## config.mk

```make
export PLATFORM = sky130hd
export DESIGN_NAME = hs32_memarb_flat
export DESIGN_NICKNAME = d
export VERILOG_FILES = /design/src/rtl/hs32_memarb_if.sv /design/src/rtl/hs32_memarb.sv /design/src/flat_wrapper.sv
export SDC_FILE = /design/constraint.sdc
export NUM_CORES = 1
export LEC_CHECK = 0
export CORE_UTILIZATION = 30
export DETAILED_ROUTE_END_ITERATION = 8
export PLACE_DENSITY = 0.74
export SLEW_MARGIN = 5
export SYNTH_ARGS = -nofsm -noshare
export SYNTH_HDL_FRONTEND = slang
export SYNTH_SLANG_ARGS = --single-unit
export TNS_END_PERCENT = 50
```

## constraint.sdc

```tcl
create_clock -name clk -period 4.5 [get_ports clk]
set_clock_uncertainty 0.15 [all_clocks]
set_input_delay 0.45 -clock clk [delete_from_list [all_inputs] [get_ports clk]]
set_output_delay 0.45 -clock clk [all_outputs]
set_load 0.01 [all_outputs]
```

## src/rtl/hs32_memarb_if.sv

```systemverilog
// rtl/hs32_memarb_if.sv - client-channel and external-bus signal bundle for hs32_memarb
interface hs32_memarb_if #(
  parameter int NCH = 2,
  parameter int AW  = 32,
  parameter int DW  = 32
);
  logic [NCH*AW-1:0] ch_addr;
  logic [NCH*DW-1:0] ch_dtw;
  logic [NCH-1:0]    ch_rw;
  logic [NCH-1:0]    ch_req;
  logic [NCH-1:0]    ch_ack;
  logic [NCH-1:0]    ch_err;
  logic [DW-1:0]     ch_dtr;
  logic [NCH-1:0]    gnt;
  logic [AW-1:0]     addr;
  logic              rw;
  logic [DW-1:0]     dout;
  logic              valid;
  logic [DW-1:0]     din;
  logic              done;

  // master: the arbiter itself; slave: the clients plus external memory
  modport master (
    input  ch_addr, ch_dtw, ch_rw, ch_req, din, done,
    output ch_ack, ch_err, ch_dtr, gnt, addr, rw, dout, valid
  );

  modport slave (
    output ch_addr, ch_dtw, ch_rw, ch_req, din, done,
    input  ch_ack, ch_err, ch_dtr, gnt, addr, rw, dout, valid
  );
endinterface

```

## src/rtl/hs32_memarb.sv

```systemverilog
// rtl/hs32_memarb.sv - round-robin N-channel memory arbiter, one valid/done bus transaction at a time
// Optional bus timeout with error flag when HS32_MEMARB_TIMEOUT_EN is defined.
module hs32_memarb #(
  parameter int NCH     = 2,
  parameter int AW      = 32,
  parameter int DW      = 32,
  parameter int TIMEOUT = 255
) (
  input  logic         clk,
  input  logic         reset,
  hs32_memarb_if.master bus
);
  localparam int LW = (NCH > 1) ? $clog2(NCH) : 1;

  if (NCH < 1 || NCH > 16 || TIMEOUT < 1 || TIMEOUT > 65535) begin : g_bad_param
    $error("hs32_memarb: parameter out of range");
  end

  typedef enum logic [1:0] {IDLE, BUSY, ACK} state_t;

  state_t           state_q, state_d;
  logic [LW-1:0]    last_q, last_d;
  logic [NCH-1:0]   gnt_q, gnt_d;
  logic [NCH-1:0]   ack_q, ack_d;
  logic [AW-1:0]    addr_q, addr_d;
  logic             rw_q, rw_d;
  logic [DW-1:0]    dout_q, dout_d;
  logic             valid_q, valid_d;
  logic [DW-1:0]    dtr_q, dtr_d;

  logic [LW-1:0]    sel;
  logic             any_req;

`ifdef HS32_MEMARB_TIMEOUT_EN
  logic [15:0]      cnt_q, cnt_d;
  logic [NCH-1:0]   err_q, err_d;
  logic             tmo;

  // the cycle in which the counter would step onto TIMEOUT is the expiry cycle
  assign tmo = (cnt_q == 16'(TIMEOUT - 1));
`endif

  // Round-robin search: first requester after the last granted channel, wrapping.
  always_comb begin
    int            idx;
    logic [LW-1:0] idx_l;
    any_req = 1'b0;
    sel     = '0;
    idx     = 0;
    idx_l   = '0;
    for (int k = 1; k <= NCH; k++) begin
      idx = int'(last_q) + k;
      if (idx >= NCH) idx = idx - NCH;
      idx_l = LW'(idx);
      if (!any_req && bus.ch_req[idx_l]) begin
        any_req = 1'b1;
        sel     = idx_l;
      end
    end
  end

  always_comb begin
    state_d = state_q;
    last_d  = last_q;
    gnt_d   = gnt_q;
    ack_d   = ack_q;
    addr_d  = addr_q;
    rw_d    = rw_q;
    dout_d  = dout_q;
    valid_d = valid_q;
    dtr_d   = dtr_q;
`ifdef HS32_MEMARB_TIMEOUT_EN
    cnt_d   = cnt_q;
    err_d   = err_q;
`endif
    case (state_q)
      IDLE: begin
        if (any_req) begin
          state_d    = BUSY;
          last_d     = sel;
          gnt_d      = '0;
          gnt_d[sel] = 1'b1;
          addr_d     = bus.ch_addr[sel*AW +: AW];
          rw_d       = bus.ch_rw[sel];
          dout_d     = bus.ch_dtw[sel*DW +: DW];
          valid_d    = 1'b1;
`ifdef HS32_MEMARB_TIMEOUT_EN
          cnt_d      = '0;
`endif
        end
      end
      BUSY: begin
        // done takes priority over an expiring timeout in the same cycle
        if (bus.done) begin
          valid_d = 1'b0;
          ack_d   = gnt_q;
          if (!rw_q) dtr_d = bus.din;
          state_d = ACK;
        end
`ifdef HS32_MEMARB_TIMEOUT_EN
        else if (tmo) begin
          valid_d = 1'b0;
          ack_d   = gnt_q;
          err_d   = gnt_q;
          state_d = ACK;
        end else begin
          cnt_d = cnt_q + 16'd1;
        end
`endif
      end
      ACK: begin
        ack_d   = '0;
        gnt_d   = '0;
`ifdef HS32_MEMARB_TIMEOUT_EN
        err_d   = '0;
`endif
        state_d = IDLE;
      end
      default: state_d = IDLE;
    endcase
  end

  always_ff @(posedge clk or negedge reset) begin
    if (!reset) begin
      state_q <= IDLE;
      last_q  <= LW'(NCH - 1);
      gnt_q   <= '0;
      ack_q   <= '0;
      addr_q  <= '0;
      rw_q    <= 1'b0;
      dout_q  <= '0;
      valid_q <= 1'b0;
      dtr_q   <= '0;
    end else begin
      state_q <= state_d;
      last_q  <= last_d;
      gnt_q   <= gnt_d;
      ack_q   <= ack_d;
      addr_q  <= addr_d;
      rw_q    <= rw_d;
      dout_q  <= dout_d;
      valid_q <= valid_d;
      dtr_q   <= dtr_d;
    end
  end

`ifdef HS32_MEMARB_TIMEOUT_EN
  always_ff @(posedge clk or negedge reset) begin
    if (!reset) begin
      cnt_q <= '0;
      err_q <= '0;
    end else begin
      cnt_q <= cnt_d;
      err_q <= err_d;
    end
  end

  assign bus.ch_err = err_q;
`else
  assign bus.ch_err = '0;
`endif

  assign bus.gnt    = gnt_q;
  assign bus.ch_ack = ack_q;
  assign bus.ch_dtr = dtr_q;
  assign bus.addr   = addr_q;
  assign bus.rw     = rw_q;
  assign bus.dout   = dout_q;
  assign bus.valid  = valid_q;
endmodule

```

## src/flat_wrapper.sv

```systemverilog
// flat-port wrapper written by rule: the top's interface ports become plain ports
module hs32_memarb_flat 
#(
  parameter int NCH     = 2,
  parameter int AW      = 32,
  parameter int DW      = 32,
  parameter int TIMEOUT = 255
)
  (clk, reset, bus_ch_addr, bus_ch_dtw, bus_ch_rw, bus_ch_req, bus_din, bus_done, bus_ch_ack, bus_ch_err, bus_ch_dtr, bus_gnt, bus_addr, bus_rw, bus_dout, bus_valid);
  hs32_memarb_if #(.NCH(NCH), .AW(AW), .DW(DW)) bus_i ();
  input  logic clk;
  input  logic reset;
  input wire logic [$bits(bus_i.ch_addr)-1:0] bus_ch_addr;
  input wire logic [$bits(bus_i.ch_dtw)-1:0] bus_ch_dtw;
  input wire logic [$bits(bus_i.ch_rw)-1:0] bus_ch_rw;
  input wire logic [$bits(bus_i.ch_req)-1:0] bus_ch_req;
  input wire logic [$bits(bus_i.din)-1:0] bus_din;
  input wire logic [$bits(bus_i.done)-1:0] bus_done;
  output wire logic [$bits(bus_i.ch_ack)-1:0] bus_ch_ack;
  output wire logic [$bits(bus_i.ch_err)-1:0] bus_ch_err;
  output wire logic [$bits(bus_i.ch_dtr)-1:0] bus_ch_dtr;
  output wire logic [$bits(bus_i.gnt)-1:0] bus_gnt;
  output wire logic [$bits(bus_i.addr)-1:0] bus_addr;
  output wire logic [$bits(bus_i.rw)-1:0] bus_rw;
  output wire logic [$bits(bus_i.dout)-1:0] bus_dout;
  output wire logic [$bits(bus_i.valid)-1:0] bus_valid;
  assign bus_i.ch_addr = bus_ch_addr;
  assign bus_i.ch_dtw = bus_ch_dtw;
  assign bus_i.ch_rw = bus_ch_rw;
  assign bus_i.ch_req = bus_ch_req;
  assign bus_i.din = bus_din;
  assign bus_i.done = bus_done;
  assign bus_ch_ack = bus_i.ch_ack;
  assign bus_ch_err = bus_i.ch_err;
  assign bus_ch_dtr = bus_i.ch_dtr;
  assign bus_gnt = bus_i.gnt;
  assign bus_addr = bus_i.addr;
  assign bus_rw = bus_i.rw;
  assign bus_dout = bus_i.dout;
  assign bus_valid = bus_i.valid;
  hs32_memarb #(.NCH(NCH), .AW(AW), .DW(DW), .TIMEOUT(TIMEOUT)) u_core (.clk(clk), .reset(reset), .bus(bus_i));
endmodule
```

# ---- After elaboration in Yosys (flattened, before gate mapping)
# Cells that the tools add are included.
dict set report op_classes {
  addsub 4
  n_lt_le_gt_ge 6
  n_eq_ne 4
  shift 2
  n_mux 24
  n_bitwise 1
  n_reduce_logical 13
}
# cell count
set op_table {}
lappend op_table {{variable part select 64 x 7 -> 32 bit} 2}
lappend op_table {{2-to-1 mux 1 bit} 15}
lappend op_table {{one-hot mux 2 bit (2 select lines)} 3}
lappend op_table {{2-to-1 mux 2 bit} 4}
lappend op_table {{AND reduction 2 bit} 4}
lappend op_table {{< comparator 1 x 2 -> 1 bit (second input constant)} 3}
lappend op_table {{AND reduction 3 bit} 2}
lappend op_table {{nonzero test 2 bit} 3}
lappend op_table {{adder 1 x 2 -> 3 bit (second input constant)} 1}
lappend op_table {{greater-or-equal comparator 3 x 2 -> 1 bit (second input constant)} 1}
lappend op_table {{adder 1 x 1 -> 2 bit (second input constant)} 1}
lappend op_table {{equality test 2 x 1 -> 1 bit (second input constant)} 1}
lappend op_table {{equality test 2 bit (second input constant)} 1}
lappend op_table {{greater-or-equal comparator 2 bit (second input constant)} 1}
lappend op_table {{logical AND 1 bit} 2}
lappend op_table {{zero test 2 bit} 1}
lappend op_table {{inequality test 2 x 1 -> 1 bit (second input constant)} 1}
lappend op_table {{inequality test 2 bit (second input constant)} 1}
lappend op_table {{one-hot mux 1 bit (2 select lines)} 1}
lappend op_table {{subtractor 1 bit (second input constant)} 2}
lappend op_table {{demux 1 bit (select 1 bit)} 1}
lappend op_table {{greater-or-equal comparator 1 bit (second input constant)} 1}
lappend op_table {{zero test 1 bit} 1}
lappend op_table {{inverter 1 bit} 1}
dict set report totals {
  reg_bits 105
  inputBits 167
  output_inout_bits 104
}

# ---- Logic depth before layout (Yosys ltp)
# Gate-level depths: netlist (run 1).
dict set report logic_depth {
  word_depth 15
  mapped_depth 6
  ltp_nobuf 3
}

# ---- Worst setup path before layout (run 1)
# Ideal clock, no wire load.
dict set report synth_timing {
  path_kind {reg-to-reg}
  start {register u_core.state_q[1]}
  end {register u_core.dtr_q[21] (netlist: u_core.bus.ch_dtr[21])}
  setup_ns 0.125
  arrival_ns 1.385
  required_ns 4.225
  path_slack_ns 2.840
  stages_incl_launch_ff 6
  path_buffers 2
  period_less_slack_ns 1.660
  cell_sequence {dfrtp_1 -> buf_2 -> nand3b_1 -> nor2_4 -> buf_6 -> mux2_2}
}
dict set report synth_via {
  elab_chain_len 2
}
# item line_no
set synth_lines {}
lappend synth_lines {{start, declared} hs32_memarb.sv:21} ;# state_t state_q, state_d;
lappend synth_lines {{start signal, assigned} hs32_memarb.sv:135} ;# state_q <= state_d;
lappend synth_lines {{equality test 2 x 1 -> 1 bit} hs32_memarb.sv:76} ;# case (state_q)
lappend synth_lines {{AND reduction 3 bit (no source line)} --}
lappend synth_lines {{end signal, assigned} hs32_memarb.sv:143} ;# dtr_q <= dtr_d;
lappend synth_lines {{end, declared} hs32_memarb.sv:29} ;# logic [DW-1:0] dtr_q, dtr_d;
# No other way between the ends.
# A chain may end at the register's enable or synchronous reset.

# ---- Final worst setup path (run 1)
dict set report layout_timing {
  start {register u_core.state_q[0]}
  end {register u_core.dtr_q[29] (netlist: u_core.bus.ch_dtr[29])}
}
# The elaborated chain is that of the path after synthesis.

==> results of run 1 <==
-- final timing paths --
| kind | slack, ns | cells past startpoint | to | startpoint |
|---|---|---|---|---|
| max | 1.87 | 3 | u_core.bus.ch_dtr[29] | u_core.state_q[0] |
| min reg2reg | 0.35 | 2 | u_core.bus.valid | u_core.bus.valid |
| min in group asynchronous | 0.49 | 2 | u_core.bus.addr[12] | reset |
| max reg2reg | 1.87 | 3 | u_core.bus.ch_dtr[29] | u_core.state_q[0] |
| max in group asynchronous | 2.54 | 3 | u_core.bus.addr[27] | reset |
| min | 0.35 | 2 | u_core.bus.valid | u_core.bus.valid |
-- metal layers --
| layer | up-vias | global-route usage, % |
|---|---|---|
| met5 | - | 0 |
| met4 | 0 | 7.68 |
| met3 | 36 | 5.57 |
| met2 | 218 | 34.0 |
| met1 | 2190 | 22.8 |
| li1 | 2057 | - |
-- sequential cells by signal, indices dropped and copies added (netlist names) --
signal             count
u_core.bus.rw          1
u_core.bus.gnt         2
u_core.bus.ch_ack      2
u_core.state_q         2
u_core.last_q          1
u_core.bus.addr       32
u_core.bus.ch_dtr     32
u_core.bus.valid       1
u_core.bus.dout       32
-- final cells by class --
type,count,area [um^2]
Timing Repair Buffer,276,2740
Clock buffer,11,253
Sequential cell,105,2630
Inverter,3,11.3
Multi-Input combinational cell,252,1940
Fill cell,1346,7530
Clock inverter,5,53.8
Tap cell,211,264
-- through the flow --
stage	instances	power, mW	hold WS (ns)	worst slack (ns)	utilization [%]
CTS	863	5.13	0.352	1.85	51.2
detailed placement	846	4.29	0.334	1.70	49.1
global placement	846	4.21	0.313	1.74	49.1
finish	863	5.07	0.347	1.87	51.2
floorplan	409	2.94	0.00441	2.84	-
global route	863	5.39	0.367	1.72	51.2
-- power by group --
group | internal [mW] | total [mW] | switching, mW
Sequential | 1.42 | 1.77 | 0.342
Combinational | 1.48 | 2.49 | 1.01
Clock | 0.460 | 0.813 | 0.352
-- critical path, delay by kind of cell (launching register included) --
kind | cells | cell delay, ns
DFF | 1 | 0.88
muxes | 1 | 0.42
and+or+nand+nor | 2 | 1.03
-- kinds of logic (layout without fill, tap and decap cells) --
family                 Yosys count  count (layout)  synth area share, %
and+or+nand+nor                 76              76                 6.77
buffers and inverters           52             295                 5.63
muxes                           32              32                 7.47
other                            1               2               0.0778
DFF                            105             105                 54.5
AOI/OAI and AO/OA              142             142                 25.5
-- synth_stat cells, drive strengths merged, types with 2 or more instances --
cell type / n / area share (%)
clkbuf: 25 / 1.9
nor2b: 2 / 0.26
mux2: 32 / 7.5
o21ai: 2 / 0.21
nor2: 2 / 0.36
a21boi: 2 / 0.31
o2bb2ai: 2 / 0.36
buf: 24 / 3.5
nand2: 68 / 5.3
a31oi: 2 / 0.26
a2bb2oi: 66 / 12
a2111oi: 65 / 12
inv: 3 / 0.23
dfrtp: 104 / 54
-- repair_timing --
item,in CTS,in global routing
hold buffers,1,0
setup endpoints to repair,0,0
hold endpoints to repair,22,0
-- placed cells by master (no fill, tap or decap), types with 3 or more instances in the layout --
master,instances
a2111oi_0,65
a2bb2oi_1,66
buf_4,8
clkbuf_16,9
clkdlybuf4s50_1,267
clkinv_2,3
dfrtp_1,102
inv_1,3
mux2_1,3
mux2_2,29
nand2_1,68
==> metrics.txt, run 1 <==
Worst-Skew Late Latency=0.34 ns; final hold vios=0; min cycle time layout=between 2 and 3 ns; Antenna diodes=0; f_max=around 380 MHz; Async SR Flop Fraction=100%; H-tree depth=3; Detail Placement HPWL=10900 um; Mean Syn Cell Area=11.8 um^2; final instance area=7900 um^2; Leakage=3.08 nW; CTS root buf=clkbuf_16; critical path class=flop to flop; GR Overflow Total=0; Avg WL per Cell=18.5 um; share of layout cells above drive strength 1=9.66%; vias in the first global route=just under 5000; Synth cell types=29; placed inst area=between 7000 and 8000 um^2; CP endpoint kind=flop; Max Root-Sink Buffers=2; part of the cycle the worst path needs=a little under 60%; Post CTS Setup Buffer Count=0; clk sinks=105; Hold WC Path Type=flop to flop; final antenna-violating net count=0; final WL=approximately 16000 um; outcome=complete, no violations; P&R area growth vs syn=63.8%; WP data required=between 4 and 5 ns; DRC viols=0; # IOs=approximately 270; mapped cell area=4820 um^2; top sig layer=met4; max-cap violations=0; Layout Nets=814; initial antenna violation count=0; arrival time worst endpoint=between 2 and 3 ns; clock transition at the registers of the reported paths=around 0.070 ns; crit-path max FO=46; top_reg_cell synth=dfrtp_1; mean number of vias per cell=5.22; global-route wire length before repair=25100 um; worst slew pin tran=0.906 ns; M1 WL=a little over 6000 um; GRT Resource Usage Total=about 20%; DR iter-0 viols=191; PortBufs=268; Post-CTS Resized=0; initial core utilization=a little under a third; Ys Warns=0; die extent in y=129 um; largest net degree at the start of global routing=73; #FFs+latches synth=~110; DR WL met3=1190 um; EDFF count, synth=0; Seq/Total Area, Yosys=54.5%; Max-slew headroom=39.5%; Die Area=16600 um^2; vias=4501; CTS tree=done; Die Width=129 um; number of CTS-inserted buffers=9; standard-cell row count=45; Met2 Wirelength=8100 um; total negative slack=0 ns; critical path launch point type=flop; unrepaired setup endpoints after global routing=false; GP Congestion=just under 0.8; Power Density=642 nW/um^2; CP peak stage delay=between 0.8 and 0.9 ns; VDD IR max=280 uV; # setup viols final=0; crit-path cells=nand3b_1 -> nor2_4 -> mux2_2; Core ar.=15400 um^2; drt first pass iters=4; cell count after synthesis=408; Slew Limit Fails=0; slowest stage cell, crit path=dfrtp_2
Power figures use the tool's default switching activity.
==> inputs of run 2 (changes only) <==
Settings changed: PLACE_DENSITY 0.74 to 0.77.
Clock period 4.5 ns to 2.2 ns, I/O delays scaled along.
==> run 2 against run 1 <==
  * Routed wire length grew 1.6%
  * Cell area grew 1.8%
  * First-iteration DRC count grew 4.2%
  * Hold slack lost 0.17 ns
  * Final cell count grew 1.2%
  * Clock power grew 99%
  * Global-route usage shrank 0.25 points
  * Critical path depth grew 1
  * Sequential cell count is the same
  * Total power grew 110%
  * Critical endpoint is now u_core.bus.addr[25]
  * Largest cell class unchanged
==> metrics.txt, run 2 (synthesis gave the netlist of run 1 again) <==
outcome=complete, no violations; CTS tree=done; Max-slew headroom=66.9% (+27 points); total negative slack=0 ns (unchanged); clk sinks=105 (unchanged); Buf/Inv on CP=1 (+1); Hold WC Path Type=input pin to async pin; Power Density=1300 nW/um^2 (+100%); Die Area=16600 um^2 (unchanged); commonest non-fill, non-tap cells in the layout=267 x clkdlybuf4s50_1, 102 x dfrtp_1, 68 x nand2_1; die extent in y=129 um (unchanged); Die Width=129 um (unchanged); H-tree depth=3 (unchanged); vias in the first global route=4992 (+3.5%); standard-cell row count=45 (unchanged); P&R area growth vs syn=66.7%; Switching Fraction=33.8% (+0.20 points); critical path class=flop to flop; VDD IR max=618 uV (+120%); slowest stage cell, crit path=dfstp_2; GP Congestion=0.841 (+8.1%); area of the multi-input gates=1940 um^2 (unchanged); clock transition at the registers of the reported paths=0.07 ns (about the same); Detail Placement HPWL=11600 um (+6.7%); Antenna diodes=0 (unchanged); f_max=544 MHz (+43%); cell internal pwr=6.93 mW (+110%); crit-path max FO=35 (-24%); min cycle time layout=1.84 ns (-0.790 ns); Post CTS Setup Buffer Count=0 (unchanged); critical path launch point type=flop; CP endpoint kind=flop; Leakage=3.14 nW (+1.8%); initial antenna violation count=0 (unchanged); Post-Place Cells=856 (+1.2%); Power, Total=10.5 mW (+110%); arrival time worst endpoint=1.90 ns (-0.81 ns); PortBufs=268 (unchanged); Slew Limit Fails=0 (unchanged); clock power share=15.5% (-0.5 points); Core ar.=15400 um^2 (unchanged); DRC viols=0 (unchanged); # IOs=271 (unchanged); Max Root-Sink Buffers=2 (unchanged); WP data required=2.26 ns (-2.32 ns); commonest non-fill, non-tap cell in the layout=clkdlybuf4s50_1; CP peak stage delay=0.57 ns (-0.31 ns); NetSw=3.54 mW (+110%); GRT Resource Usage Total=19.3% (-0.25 points); global-route wire length before repair=24800 um (-1.1%); mean number of vias per cell=5.21 (-0.14%); Largest delay share family, worst path=compound AO/OA/AOI/OAI gates; Avg WL per Cell=18.6 um (+0.45%); Logic pwr share=50.7% (+1.5 points); max-cap violations=0 (unchanged); register area=2630 um^2 (unchanged); final instance area=8040 um^2 (+1.8%); part of the cycle the worst path needs=83.6% (+25 points); # setup viols final=0 (unchanged); Worst-Skew Late Latency=0.35 ns (about the same); vias=4547 (+1.0%); Layout Nets=824 (+1.2%); largest net degree at the start of global routing=57 (-22%); final hold vios=0 (unchanged); drt first pass iters=4 (unchanged); worst slew pin tran=0.484 ns (-0.422 ns); unrepaired setup endpoints after global routing=false; part of the power in registers=33.8% (-1.0 points); DR iter-0 viols=199 (+4.2%); number of CTS-inserted buffers=9 (unchanged); Post-CTS Resized=0 (unchanged); placed inst area=7730 um^2 (+2.0%); Final Util=52.1% (+0.91 points); Fillers=1329 (-1.3%); GR Overflow Total=0 (unchanged); Post-Layout Cell Count=873 (+1.2%); share of layout cells above drive strength 1=10.9% (+1.2 points); initial core utilization=31.3% (unchanged); CTS root buf=clkbuf_16; final WL=16200 um (+1.6%); crit-path cells=a21boi_4 -> buf_4 -> a2111oi_0 -> a2bb2oi_1; final antenna-violating net count=0 (unchanged)
[run 2: through the flow]
stage          hold slack, ns  setup WS [ns]
3_3_place_gp         0.000994          0.197
2_1_floorplan          -0.226          0.540
4_1_cts                 0.163          0.360
6_report                0.173          0.360
5_1_grt                 0.193          0.259
3_5_place_dp          0.00340         0.0472
[run 2: power groups by stage]
stage / Combinational [mW] / Sequential, mW / Clock (mW)
floorplan: 2.12 / 3.88 / 0
global placement: 5.18 / 3.51 / 0
detailed placement: 5.33 / 3.55 / 0
global route: 5.64 / 3.66 / 1.74
finish: 5.31 / 3.54 / 1.62
CTS: 5.35 / 3.54 / 1.67
[run 2: repair_timing]
item	in CTS	in global routing
hold buffers	1	0
endpoints found under the hold margin	41	0
setup endpoints to repair	0	0
[run 2: routing by layer]
metal / track usage (%) / up-vias / wire (um)
met5: 0 / - / 0
met4: 7.54 / 0 / 377
met3: 5.65 / 33 / 1070
met2: 35.9 / 196 / 8460
met1: 20.4 / 2242 / 6310
li1: - / 2076 / -
[run 2: worst paths after layout]
kind / from / cells past startpoint / slack, ns / end
min in group clk: bus_ch_addr[15] / 3 / 0.27 / u_core.bus.addr[15]
max: u_core.last_q / 4 / 0.36 / u_core.bus.addr[25]
min reg2reg: u_core.bus.ch_dtr[27] / 1 / 0.35 / u_core.bus.ch_dtr[27]
max in group asynchronous: reset / 3 / 1.10 / u_core.bus.ch_dtr[27]
min: reset / 2 / 0.17 / u_core.bus.addr[9]
max reg2reg: u_core.last_q / 4 / 0.36 / u_core.bus.addr[25]
[run 2: cell type report]
class,instances,share of cell area (%)
multi-input cells,252,24.2
well taps,211,3.28
inverters,3,0.140
flip-flops and latches,105,32.7
clock buffers,10,2.85
repair buffers,286,36.0
clock inverters,6,0.841
==> RTL change (config.mk and constraints of run 1) <==
`DW` is set to 32 in 3 places; all go to 64.
--- a/src/rtl/hs32_memarb_if.sv
+++ b/src/rtl/hs32_memarb_if.sv
@@ -2,7 +2,7 @@
 interface hs32_memarb_if #(
   parameter int NCH = 2,
   parameter int AW  = 32,
-  parameter int DW  = 32
+  parameter int DW  = 64
 );
   logic [NCH*AW-1:0] ch_addr;
   logic [NCH*DW-1:0] ch_dtw;
--- a/src/rtl/hs32_memarb.sv
+++ b/src/rtl/hs32_memarb.sv
@@ -3,7 +3,7 @@
 module hs32_memarb #(
   parameter int NCH     = 2,
   parameter int AW      = 32,
-  parameter int DW      = 32,
+  parameter int DW      = 64,
   parameter int TIMEOUT = 255
 ) (
   input  logic         clk,
--- a/src/flat_wrapper.sv
+++ b/src/flat_wrapper.sv
@@ -3,7 +3,7 @@
 #(
   parameter int NCH     = 2,
   parameter int AW      = 32,
-  parameter int DW      = 32,
+  parameter int DW      = 64,
   parameter int TIMEOUT = 255
 )
   (clk, reset, bus_ch_addr, bus_ch_dtw, bus_ch_rw, bus_ch_req, bus_din, bus_done, bus_ch_ack, bus_ch_err, bus_ch_dtr, bus_gnt, bus_addr, bus_rw, bus_dout, bus_valid);
Ports: changed (resized bus_ch_dtr, bus_ch_dtw, bus_din and bus_dout); port bits go from 271 to 431. No check against the original RTL was run, so the function may have changed too.
==> RTL change against run 1 <==
  * Worst setup slack improved by 0.14 ns
  * Design area increased by 61%
  * Routed wire length increased by 72%
  * Global-route usage increased by 1.7 points
  * Synthesized cell count increased by 53%
  * Total power increased by 66%
  * Area after synthesis increased by 56%
  * Sequential cell count increased by 64
  * Critical path depth increased by 1
  * Clock power increased by 91%
  * Highest routed layer unchanged
==> RTL change: results <==
group,metric,value,unit
outcome,outcome,"complete, no violations",
placement,pre_cts_ws,1.73,ns
placement,numPlacedInstances,1316,
finish,drive_gt1_share,10.9,%
pwr,ir_drop,0.330,mV
timing,relSlewSlack,45.8,%
clock_network,clk_latency,0.40,ns
clock_network,cts_buffers,17,
critical_path,max_stage_delay,0.66,ns
logic_synthesis,synth_area_leaders,"dfrtp_1 (56%), a2bb2oi_1 (11%), a2111oi_0 (11%), mux2_2 (8.7%), nand2_1 (5.0%)",
route,wl_met2,13.5,mm
pwr,powerClk,1.55,mW
critical_path,worst-path-max-fanout,64,
grt,grt_max_degree,89,
grt,antenna_found_initial,1,
critical_path,cp.arrival,2.65,ns
route,vias_per_cell,5.18,
route,vias,6991,
pwr,p_leak,4.97,nW
clock_network,htree_levels,4,
placement,place_hpwl,18.7,mm
logic_synthesis,syn-mean-instance-area,12.0,µm²
grt,grt_use_total,21.3,%
pwr,p_switching,2.91,mW
route,wl_per_cell,20.3,µm
route,dr.pass1.iters,6,
grt,grt_pass1_vias,7415,
logic_synthesis,ys_types,27,
placement,place.gp.congestion,0.824,
critical_path,crit_slowest_cell,"dfrtp_4",
critical_path,cp_top_family,"flip-flops",
finish,n_fill_cell,2121,
pwr,pwr-share-seq,33.8,%
RTL change: changes by cell type in the layout (fill, tap and decap cells not counted), moves of 6 or more:
cell             before  now
clkbuf_16             9   17
clkdlybuf4s50_1     267  427
inv_8                 0    6
mux2_2               29   58
a2111oi_0            65   97
dfrtp_1             102  166
a2bb2oi_1            66   98
nand2_1              68  100
RTL change: kinds of logic after synthesis:
logic type | after synthesis | synth area share (%)
multiplexers | 64 | 9.60
AND/OR/NAND/NOR | 108 | 5.87
buffers and inverters | 76 | 4.28
AO/OA/AOI/OAI | 206 | 23.9
other | 1 | 0.0499
flip-flops | 169 | 56.3
RTL change: final timing paths:
kind                                        from               endpoint  slack, ns  cells after the start
min in group asynchronous                  reset    u_core.bus.addr[22]       0.49                      2
max in group asynchronous                  reset          u_core.bus.rw       2.68                      3
min reg2reg                u_core.bus.ch_dtr[63]  u_core.bus.ch_dtr[63]       0.34                      1
max                            u_core.state_q[1]  u_core.bus.ch_dtr[19]       2.01                      4
min                        u_core.bus.ch_dtr[63]  u_core.bus.ch_dtr[63]       0.34                      1
max reg2reg                    u_core.state_q[1]  u_core.bus.ch_dtr[19]       2.01                      4
RTL change: metrics by stage:
| stage | utilization, % | hold slack, ns |
|---|---|---|
| 4_1_cts | 51.9 | 0.347 |
| 6_report | 51.9 | 0.345 |
| 3_5_place_dp | 49.3 | 0.325 |
| 3_3_place_gp | 49.3 | 0.318 |
| 5_1_grt | 51.9 | 0.361 |
| 2_1_floorplan | - | 0.00441 |
RTL change: area by class of cell:
type	count	area, µm²	share of cell area (%)
timing repair buffer	441	4420	34.9
sequential	169	4240	33.4
multi-input combinational	380	2990	23.5
clock buffer	17	425	3.35
tap	324	405	3.19
clock inverter	15	198	1.56
inverter	3	11.3	0.0887
antenna	1	2.50	0.0197
